`src/rtl/teclado_pkg.sv`:
```
// Shared definitions for the 4x4 keypad reader: FSM state encodings,
// one-cold row-drive patterns, key-code width and small decode helpers.
package teclado_pkg;

    localparam int TECLA_W = 4;

    // FSM state encodings
    localparam logic [1:0] VARRE    = 2'd0;
    localparam logic [1:0] CONFIRMA = 2'd1;
    localparam logic [1:0] EMITE    = 2'd2;
    localparam logic [1:0] SOLTA    = 2'd3;

    // Row-drive patterns, one row pulled low at a time
    localparam logic [3:0] LINHA_0 = 4'b1110;
    localparam logic [3:0] LINHA_1 = 4'b1101;
    localparam logic [3:0] LINHA_2 = 4'b1011;
    localparam logic [3:0] LINHA_3 = 4'b0111;

    // Row index -> drive pattern
    function automatic logic [3:0] linha_ativa(input logic [1:0] idx);
        logic [3:0] padrao;
        case (idx)
            2'd0:    padrao = LINHA_0;
            2'd1:    padrao = LINHA_1;
            2'd2:    padrao = LINHA_2;
            default: padrao = LINHA_3;
        endcase
        return padrao;
    endfunction

    // Lowest-index active-low column wins when several are pressed
    function automatic logic [1:0] coluna_baixa(input logic [3:0] col);
        logic [1:0] idx;
        if (!col[0])      idx = 2'd0;
        else if (!col[1]) idx = 2'd1;
        else if (!col[2]) idx = 2'd2;
        else              idx = 2'd3;
        return idx;
    endfunction

endpackage

```
`src/rtl/contador_m.sv`:
```
// Modulo-M cycle counter. zera_s clears synchronously and has priority over
// conta; fim is high while the count sits at M-1.
module contador_m #(
    parameter int M = 4
) (
    input  logic clock,
    input  logic zera_s,
    input  logic conta,
    output logic fim
);

    localparam int W = (M > 1) ? $clog2(M) : 1;
    localparam logic [W-1:0] FIM_V = W'(M - 1);

    logic [W-1:0] valor_q, valor_d;

    // Next count: advance when enabled, wrap after M-1
    always_comb begin
        valor_d = valor_q;
        if (conta) begin
            valor_d = (valor_q == FIM_V) ? '0 : valor_q + W'(1);
        end
    end

    // Count register with synchronous clear
    always_ff @(posedge clock) begin
        if (zera_s) valor_q <= '0;
        else        valor_q <= valor_d;
    end

    assign fim = (valor_q == FIM_V);

endmodule

```
`src/rtl/leitor_teclado.sv`:
```
// 4x4 matrix keypad reader: row scan, debounced press/release detection,
// key-code output. Optional held-key auto-repeat is built when the macro
// TECLADO_REPEAT_EN is defined; the default build has no repeat logic.
// valido is a one-cycle strobe with no back-pressure: tecla is valid in the
// same cycle valido is high and holds its value until the next strobe.
// The debug output estado exposes the FSM state register.
module leitor_teclado
    import teclado_pkg::*;
#(
    parameter int SCAN_CICLOS     = 1000,
    parameter int DEBOUNCE_CICLOS = 100000,
    parameter int REPEAT_CICLOS   = 25000000
) (
    input  logic               clock,
    input  logic               zera_s,
    input  logic [3:0]         colunas,
    output logic [3:0]         linhas,
    output logic [TECLA_W-1:0] tecla,
    output logic               valido,
    output logic               pressionada,
    output logic [1:0]         estado
);

    logic [3:0]         sinc1_q, sinc2_q;
    logic [1:0]         estado_q, estado_d;
    logic [1:0]         linha_q, linha_d;
    logic [3:0]         captura_q, captura_d;
    logic [TECLA_W-1:0] tecla_q, tecla_d;
    logic               pressionada_q, pressionada_d;
    logic               varre_fim, deb_fim;
    logic               deb_clr, deb_en;
    logic [1:0]         prox_linha;

    assign prox_linha = linha_q + 2'd1;

    // Two-flop synchronizer; idle columns read as all-high
    always_ff @(posedge clock) begin
        if (zera_s) begin
            sinc1_q <= 4'hF;
            sinc2_q <= 4'hF;
        end else begin
            sinc1_q <= colunas;
            sinc2_q <= sinc1_q;
        end
    end

    // Slot timer runs only while scanning, so a return to VARRE starts a full slot
    contador_m #(.M(SCAN_CICLOS)) u_varre (
        .clock  (clock),
        .zera_s (zera_s | (estado_q != VARRE)),
        .conta  (1'b1),
        .fim    (varre_fim)
    );

    // Debounce timer; cleared whenever its run of stable cycles is broken or used
    contador_m #(.M(DEBOUNCE_CICLOS)) u_debounce (
        .clock  (clock),
        .zera_s (zera_s | deb_clr),
        .conta  (deb_en),
        .fim    (deb_fim)
    );

    // Next-state logic for scan, confirm, emit and release tracking
    always_comb begin
        estado_d      = estado_q;
        linha_d       = linha_q;
        captura_d     = captura_q;
        tecla_d       = tecla_q;
        pressionada_d = pressionada_q;
        deb_clr       = 1'b1;
        deb_en        = 1'b0;
        case (estado_q)
            VARRE: begin
                if (varre_fim) begin
                    if (sinc2_q != 4'hF) begin
                        captura_d = sinc2_q;
                        estado_d  = CONFIRMA;
                    end else begin
                        linha_d = prox_linha;
                    end
                end
            end
            CONFIRMA: begin
                if (sinc2_q != captura_q) begin
                    estado_d = VARRE;
                    linha_d  = prox_linha;
                end else if (deb_fim) begin
                    // This cycle is the last of the required matching run
                    estado_d      = EMITE;
                    tecla_d       = {linha_q, coluna_baixa(captura_q)};
                    pressionada_d = 1'b1;
                end else begin
                    deb_clr = 1'b0;
                    deb_en  = 1'b1;
                end
            end
            EMITE: begin
                estado_d = SOLTA;
            end
            SOLTA: begin
                if (sinc2_q == 4'hF) begin
                    if (deb_fim) begin
                        estado_d      = VARRE;
                        linha_d       = prox_linha;
                        pressionada_d = 1'b0;
                    end else begin
                        deb_clr = 1'b0;
                        deb_en  = 1'b1;
                    end
                end
            end
            default: begin
                estado_d = VARRE;
            end
        endcase
    end

    // State and output registers
    always_ff @(posedge clock) begin
        if (zera_s) begin
            estado_q      <= VARRE;
            linha_q       <= 2'd0;
            captura_q     <= 4'hF;
            tecla_q       <= '0;
            pressionada_q <= 1'b0;
        end else begin
            estado_q      <= estado_d;
            linha_q       <= linha_d;
            captura_q     <= captura_d;
            tecla_q       <= tecla_d;
            pressionada_q <= pressionada_d;
        end
    end

`ifdef TECLADO_REPEAT_EN
    localparam int REP_W = (REPEAT_CICLOS > 1) ? $clog2(REPEAT_CICLOS) : 1;
    localparam logic [REP_W-1:0] REP_FIM = REP_W'(REPEAT_CICLOS - 1);

    logic [REP_W-1:0] rep_q, rep_d;
    logic             rep_pulso;

    // Repeat timer: counts held cycles in SOLTA, zero elsewhere and after each pulse
    always_comb begin
        rep_d     = '0;
        rep_pulso = 1'b0;
        if (estado_q == SOLTA && sinc2_q != 4'hF) begin
            if (rep_q == REP_FIM) begin
                rep_pulso = 1'b1;
            end else begin
                rep_d = rep_q + REP_W'(1);
            end
        end
    end

    // Repeat timer register
    always_ff @(posedge clock) begin
        if (zera_s) rep_q <= '0;
        else        rep_q <= rep_d;
    end

    assign valido = (estado_q == EMITE) | rep_pulso;
`else
    logic [31:0] unused_repeat_ciclos;
    assign unused_repeat_ciclos = 32'(REPEAT_CICLOS);
    assign valido = (estado_q == EMITE);
`endif

    assign linhas      = linha_ativa(linha_q);
    assign tecla       = tecla_q;
    assign pressionada = pressionada_q;
    assign estado      = estado_q;

endmodule

```
`config.mk`:
```
export PLATFORM = sky130hd
export DESIGN_NAME = leitor_teclado
export DESIGN_NICKNAME = d
export VERILOG_FILES = /design/src/rtl/teclado_pkg.sv /design/src/rtl/contador_m.sv /design/src/rtl/leitor_teclado.sv
export SDC_FILE = /design/constraint.sdc
export NUM_CORES = 1
export LEC_CHECK = 0
export CORE_MARGIN = 2
export CORE_UTILIZATION = 45
export CTS_BUF_LIST = sky130_fd_sc_hd__clkbuf_4
export DETAILED_ROUTE_END_ITERATION = 8
export PLACE_DENSITY = 0.61
export SYNTH_ARGS = -nofsm -noshare
export SYNTH_HDL_FRONTEND = slang
export SYNTH_SLANG_ARGS = --single-unit
```
`constraint.sdc`:
```
create_clock -name clock -period 3 [get_ports clock]
set_clock_uncertainty 0.05 [all_clocks]
set_input_delay 0.3 -clock clock [delete_from_list [all_inputs] [get_ports clock]]
set_output_delay 0.3 -clock clock [all_outputs]
set_load 0.01 [all_outputs]
```
==> results of run 1 <==
-- synthesized netlist by cell type, drive strengths merged --
library cell   n  area share [%]
clkbuf         3            0.49
and4bb         1            0.55
dfxtp         48              42
a31oi          1            0.27
inv           13             2.1
xnor2          8             3.1
xor2          14             5.4
or3b           1            0.38
nor3           2            0.93
or4            2            0.66
a311oi         1            0.38
a21boi         3            0.99
o21ai          2            0.44
o2111ai        1            0.38
o31ai          4             1.9
o41a           1            0.49
ha            10             5.5
nand3         13             2.8
nand2         12             2.1
nand4          9             2.5
nor2          30             4.9
nor2b          5             1.4
nand2b         5             1.4
o21bai         1            0.33
and2           1            0.27
o211ai         2            0.88
and4           3             1.2
a21oi          9             2.0
nand4b         4             1.5
a2111oi        2             2.4
mux2i          7             3.1
nand3b         1            0.33
a221o          1            0.44
and3           8             2.2
buf            4            0.88
or3            2            0.77
or2            8             2.2
nor4           1            0.55
-- registers in the layout (all words and copies together) (netlist names), named ones only --
signal,count
captura_q,4
sinc2_q,4
linha_q,2
tecla,4
pressionada,1
estado,1
u_varre.valor_q,10
sinc1_q,4
u_debounce.valor_q,17
-- layer usage --
| layer | up-vias | wire, um |
|---|---|---|
| li1 | 884 | - |
| met3 | 6 | 195 |
| met4 | 0 | 53 |
| met5 | - | 0 |
| met2 | 34 | 1770 |
| met1 | 779 | 1980 |
-- cells by family after synthesis --
kind of cell    Yosys count
flops                    48
buf+inv                  20
simple gates            108
mux                       7
xor+xnor                 22
compound gates           28
fa+ha+maj                10
-- power groups by stage --
| stage | registers (mW) | clock network [mW] | logic (mW) |
|---|---|---|---|
| final | 0.674 | 0.283 | 0.142 |
| after global routing | 0.678 | 0.316 | 0.161 |
| after CTS | 0.675 | 0.296 | 0.145 |
| after detailed placement | 0.689 | 0 | 0.144 |
| after global placement | 0.689 | 0 | 0.142 |
| after floorplan | 0.686 | 0 | 0.0992 |
-- stage by stage --
step | hold slack, ns | util (%) | instances
2_1_floorplan | 0.339 | - | 243
3_3_place_gp | 0.341 | 52.4 | 322
3_5_place_dp | 0.344 | 52.4 | 322
4_1_cts | 0.375 | 53.4 | 330
5_1_grt | 0.388 | 53.4 | 330
6_report | 0.372 | 53.4 | 330
-- how the worst max path moves through the flow --
stage	startpoint	end
5_1_grt	u_debounce.valor_q[0]	linha_q[1]
3_5_place_dp	u_debounce.valor_q[0]	linha_q[1]
6_report	u_debounce.valor_q[0]	linha_q[1]
4_1_cts	u_debounce.valor_q[0]	linha_q[1]
3_3_place_gp	u_debounce.valor_q[0]	linha_q[1]
2_1_floorplan	u_debounce.valor_q[0]	linha_q[1]
-- final cells by class --
class / count / share of cell area, %
clock buffer: 5 / 1.46
clock inverter: 3 / 0.535
inverter: 13 / 1.90
multi-input combinational: 175 / 48.3
sequential: 48 / 37.3
tap: 67 / 3.26
timing repair buffer: 19 / 7.19
==> results.toml, run 1 <==
[setup_path]
path_cells = "ha_1 -> and4bb_2 -> nand4_1 -> o41a_1 -> a2111oi_4 -> mux2i_1 -> nor2_1"
cp_top_family = "compound AO/OA/AOI/OAI gates"
critPathArrivalTime_ns = 2.54
endpoint_kind = "flop"
reg2reg_to = "linha_q[1]"
worst_setup_path_start_kind = "flop"
critical_path_class = "reg2reg"
cp_num_buf_inv = 0
ff2ff_path_depth = 7
cpPeakStageDelay_ns = 0.52
r2r_start = "u_debounce.valor_q[0]"
cp_max_fo = 6
cp.depth = 7
cp_slowest_cell = "o41a_1"
cp.required_ns = 3.20
reg2reg_slack_ns = 0.67

[cts]
cts_setup_buffers = 0
clock-sinks = 48
clock_path_buffers = 2
cts_resized = 0
clk_latency_ns = 0.36
cts_tree = "yes"
cts_made_buffers = 5
clk_pin_slew_worst_paths_ns = 0.13
root_buffer = "clkbuf_4"
htreeDepth = 2
cts_hold_buffers = 0

[detailed_routing]
wire_per_inst_um = 12.1
drt_iter0_drc = 94
wirelength_mm = 4.00
avgViaCountPerCell = 5.16
ant_nets = 0
dr.pass1.iters = 4
vias = 1703
drc = 0

[grt]
grt_max_degree = 22
grt_util_met2_pct = 22.6
grt_pass1_wl_mm = 6.58
grt_overflow_total = 0
grt-busiest-layer = "met2"
grt_pass1_vias = 1478
antenna_found_initial = 0
use_met1_pct = 20.9
grt_usage_pct = 15.3
met3_usage_pct = 4.42

[final_layout]
synthToLayoutAreaGrowth_pct = 12.7
multi_input_area_um2 = 1240
nets = 278
final_common_cell = "dfxtp_1"
antennaDiodeCount = 0
layout_common_cells = "dfxtp_1 (48), nor2_1 (30), clkdlybuf4s50_1 (17), xor2_1 (14)"
fin_area_um2 = 2570
final_layout_size_suffix_gt1_share_pct = 10.3
nFillCells = 471
seq_area_um2 = 961

[sta]
fmax_ghz = 0.429
final.setup.worst_slack_ns = 0.667
period_needed_ns = 2.33
tightest_slew_ns = 0.756
setup_viol = 0
finalCritPeriodShare_pct = 77.8
setup_tns_ns = 0
relSlewSlack_pct = 49.5
hold_viol = 0
slew_viol_final = 0
grt_setup_unrepaired = "no"

[synthesis]
syn_nets = 259
synth_fa_ha_area_share_pct = 5.48
synthSimpleGateAreaFrac_pct = 26.6
yosysUniqueCellTypes = 44
yosys_warnings = 0
synth_seq_area_share_pct = 42.1
synth_top_family_by_area = "simple AND/OR/NAND/NOR gates"
yosys-mux-area-fraction_pct = 3.07
syn_avg_cell_area_um2 = 9.40
synth_xor_xnor_area_share_pct = 8.43
synth_compound_area_share_pct = 10.9
netlist_instances = 243
ys_ff_latch = 48
netlist_area_um2 = 2280

[min_path]
min_path_type = "reg2reg"
min_to = "sinc2_q[2]"
hp-start = "sinc1_q[2]"
min_path_cells = 1

[placement]
dp_worst_setup_slack_ns = 0.694
globalplace.congestion = 0.801
port_buffers = 17
place_hpwl_mm = 2.85
placed_cell_area_um2 = 2520

[flow_run]
timing.max_cap.violations = 0

[floorplanning]
coreArea_um2 = 4820
dieWidth_um = 75.3
io_pins = 18
start_util_pct = 47.4
fp-row-count = 25
die_h_um = 75.3
die-area_um2 = 5660

[power]
design_power_total_mw = 1.10
pwr-share-seq_pct = 61.3
p_sw_uw = 292
combPwrFrac_pct = 12.9
ir_worst_vdd_uv = 280
power_density_nw_per_um2 = 427
pwr-share-clk_pct = 25.8
intPower_uw = 808
sw_frac_of_total_pct = 26.5
leakage_nw = 0.953

[status]
status = "complete, no violations"
(Power assumes the default switching activity.)
==> inputs of run 2 (changes only) <==
- PLACE_DENSITY: 0.61 -> 0.64
- clock period: 3 -> 2.1 ns (I/O delays scaled with it)
==> results.toml, run 2 (same netlist as run 1, synthesis figures left out) <==
[status]
status = "complete, no violations"

[cts]
clk_latency_ns = 0.36
clk_pin_slew_worst_paths_ns = 0.14
clock-sinks = 48
clock_path_buffers = 2
cts_tree = "yes"
root_buffer = "clkbuf_4"
cts_hold_buffers = 0
cts_made_buffers = 5
htreeDepth = 2

[sta]
relSlewSlack_pct = 68.8
slew_viol_final = 0
setup_viol = 0
grt_setup_unrepaired = "yes"
hold_ws_ns = 0.342
tightest_slew_ns = 0.464
period_needed_ns = 2.06
hold_viol = 0
setup_tns_ns = 0
finalCritPeriodShare_pct = 98.1
fmax_ghz = 0.486

[placement]
globalplace.congestion = 0.839
port_buffers = 17
place_hpwl_mm = 3.17
place_inst = 342

[grt]
grt_usage_pct = 16.8
grt_overflow_total = 0
grt_max_degree = 19
grt_pass1_wl_mm = 7.32
grt_pass1_vias = 1630
antenna_found_initial = 0

[setup_path]
path_cells = "ha_2 -> and4bb_2 -> nand4_1 -> or3_4 -> a2111oi_4 -> mux2i_1 -> nor2_1"
cp_slowest_cell = "or3_4"
reg2reg_slack_ns = 0.04
worst_setup_path_start_kind = "flop"
cpPeakStageDelay_ns = 0.47
critical_path_class = "reg2reg"
cp.required_ns = 2.32
cp_max_fo = 6
endpoint_kind = "flop"
r2r_start = "u_debounce.valor_q[1]"
ff2ff_path_depth = 7
critPathArrivalTime_ns = 2.28

[flow_run]
timing.max_cap.violations = 0

[floorplanning]
fp-row-count = 25
io_pins = 18
die_h_um = 75.3
coreArea_um2 = 4820
dieWidth_um = 75.3
die-area_um2 = 5660
start_util_pct = 47.4

[min_path]
min_to = "sinc1_q[1]"
min_path_cells = 2
min_path_type = "in2reg"
hp-start = "colunas[1]"

[detailed_routing]
wire_per_inst_um = 12.1
ant_nets = 0
drt_iter0_drc = 44
avgViaCountPerCell = 5.04
vias = 1795
drc = 0
dr.pass1.iters = 4
wirelength_mm = 4.33

[final_layout]
top_regs = "u_debounce.valor_q (17), u_varre.valor_q (10)"
largest_register_ffs = 17
final_common_cell = "dfxtp_1"
final_layout_size_suffix_gt1_share_pct = 21.8
layout_common_cells = "dfxtp_1 (44), nor2_1 (30), buf_4 (24), clkdlybuf4s50_1 (17), xor2_1 (14)"
finalNonFillerCells = 356
final_util_pct = 58.9
regMostFlops = "u_debounce.valor_q"
antennaDiodeCount = 0
nets = 304
nFillCells = 449
synthToLayoutAreaGrowth_pct = 24.3

[power]
power_density_nw_per_um2 = 618
leakage_nw = 1.10
design_power_total_mw = 1.75
ir_worst_vdd_uv = 341
## run 2: cell count changes in the layout (fill, tap and decap cells not counted), sizes merged
cell | previous run | this run
clkinvlp | 0 | 1
clkinv | 3 | 1
buf | 2 | 28
bufinv | 0 | 1
## run 2: power by group
group	internal, mW	switching, mW	total (mW)	leakage, nW
Clock	0.248	0.298	0.547	0.0412
Sequential	0.939	0.0242	0.963	0.391
Combinational	0.124	0.120	0.244	0.663
## run 2: worst max path at each step
stage | from | end | slack, ns
floorplan | u_debounce.valor_q[0] | linha_q[1] | 0.006
global placement | u_debounce.valor_q[1] | linha_q[1] | 0.03
detailed placement | u_debounce.valor_q[1] | linha_q[1] | -0.008
CTS | u_debounce.valor_q[1] | linha_q[1] | 0.001
global route | u_debounce.valor_q[1] | linha_q[1] | -0.05
finish | u_debounce.valor_q[1] | flop | 0.04
## run 2: what timing repair did
item | 4_1_cts | 5_1_grt
resized for setup | 2 | 13
endpoints found under the setup margin | 1 | 7
buffers inserted | 0 | 6
hold endpoints to repair | 0 | 0
pin swaps | 2 | 7
## run 2: critical path: cells and delay by family, from the launching register on
kind	cells	cell delay (ns)
AOI/OAI and AO/OA	1	0.32
adders and majority gates	1	0.17
DFF	1	0.35
muxes	1	0.22
and+or+nand+nor	4	0.87
## run 2: area by class of cell
cell class              count  area [um2]  share of cell area, %
multi-input cells         175        1260                   44.6
flip-flops and latches     48         966                   34.0
repair buffers             45         395                   13.9
well taps                  67        83.8                   2.95
inverters                  13        48.8                   1.72
clock inverters             3        42.5                   1.50
clock buffers               5        37.5                   1.32
## run 2: stage by stage
stage / worst slack, ns / area, um2
after CTS: 0.00107 / 2760
after global routing: -0.0505 / 2840
after floorplan: 0.00574 / 2290
after detailed placement: -0.00753 / 2680
final: 0.0405 / 2840
after global placement: 0.0333 / 2680
## run 2: routing by layer
metal | track usage [%] | part of all wire, % | up-vias
met4 | 5.85 | 1.5 | 0
met3 | 4.02 | 3.2 | 6
met1 | 22.8 | 51 | 830
met5 | 0 | 0 | -
li1 | - | - | 938
met2 | 26.3 | 44 | 21
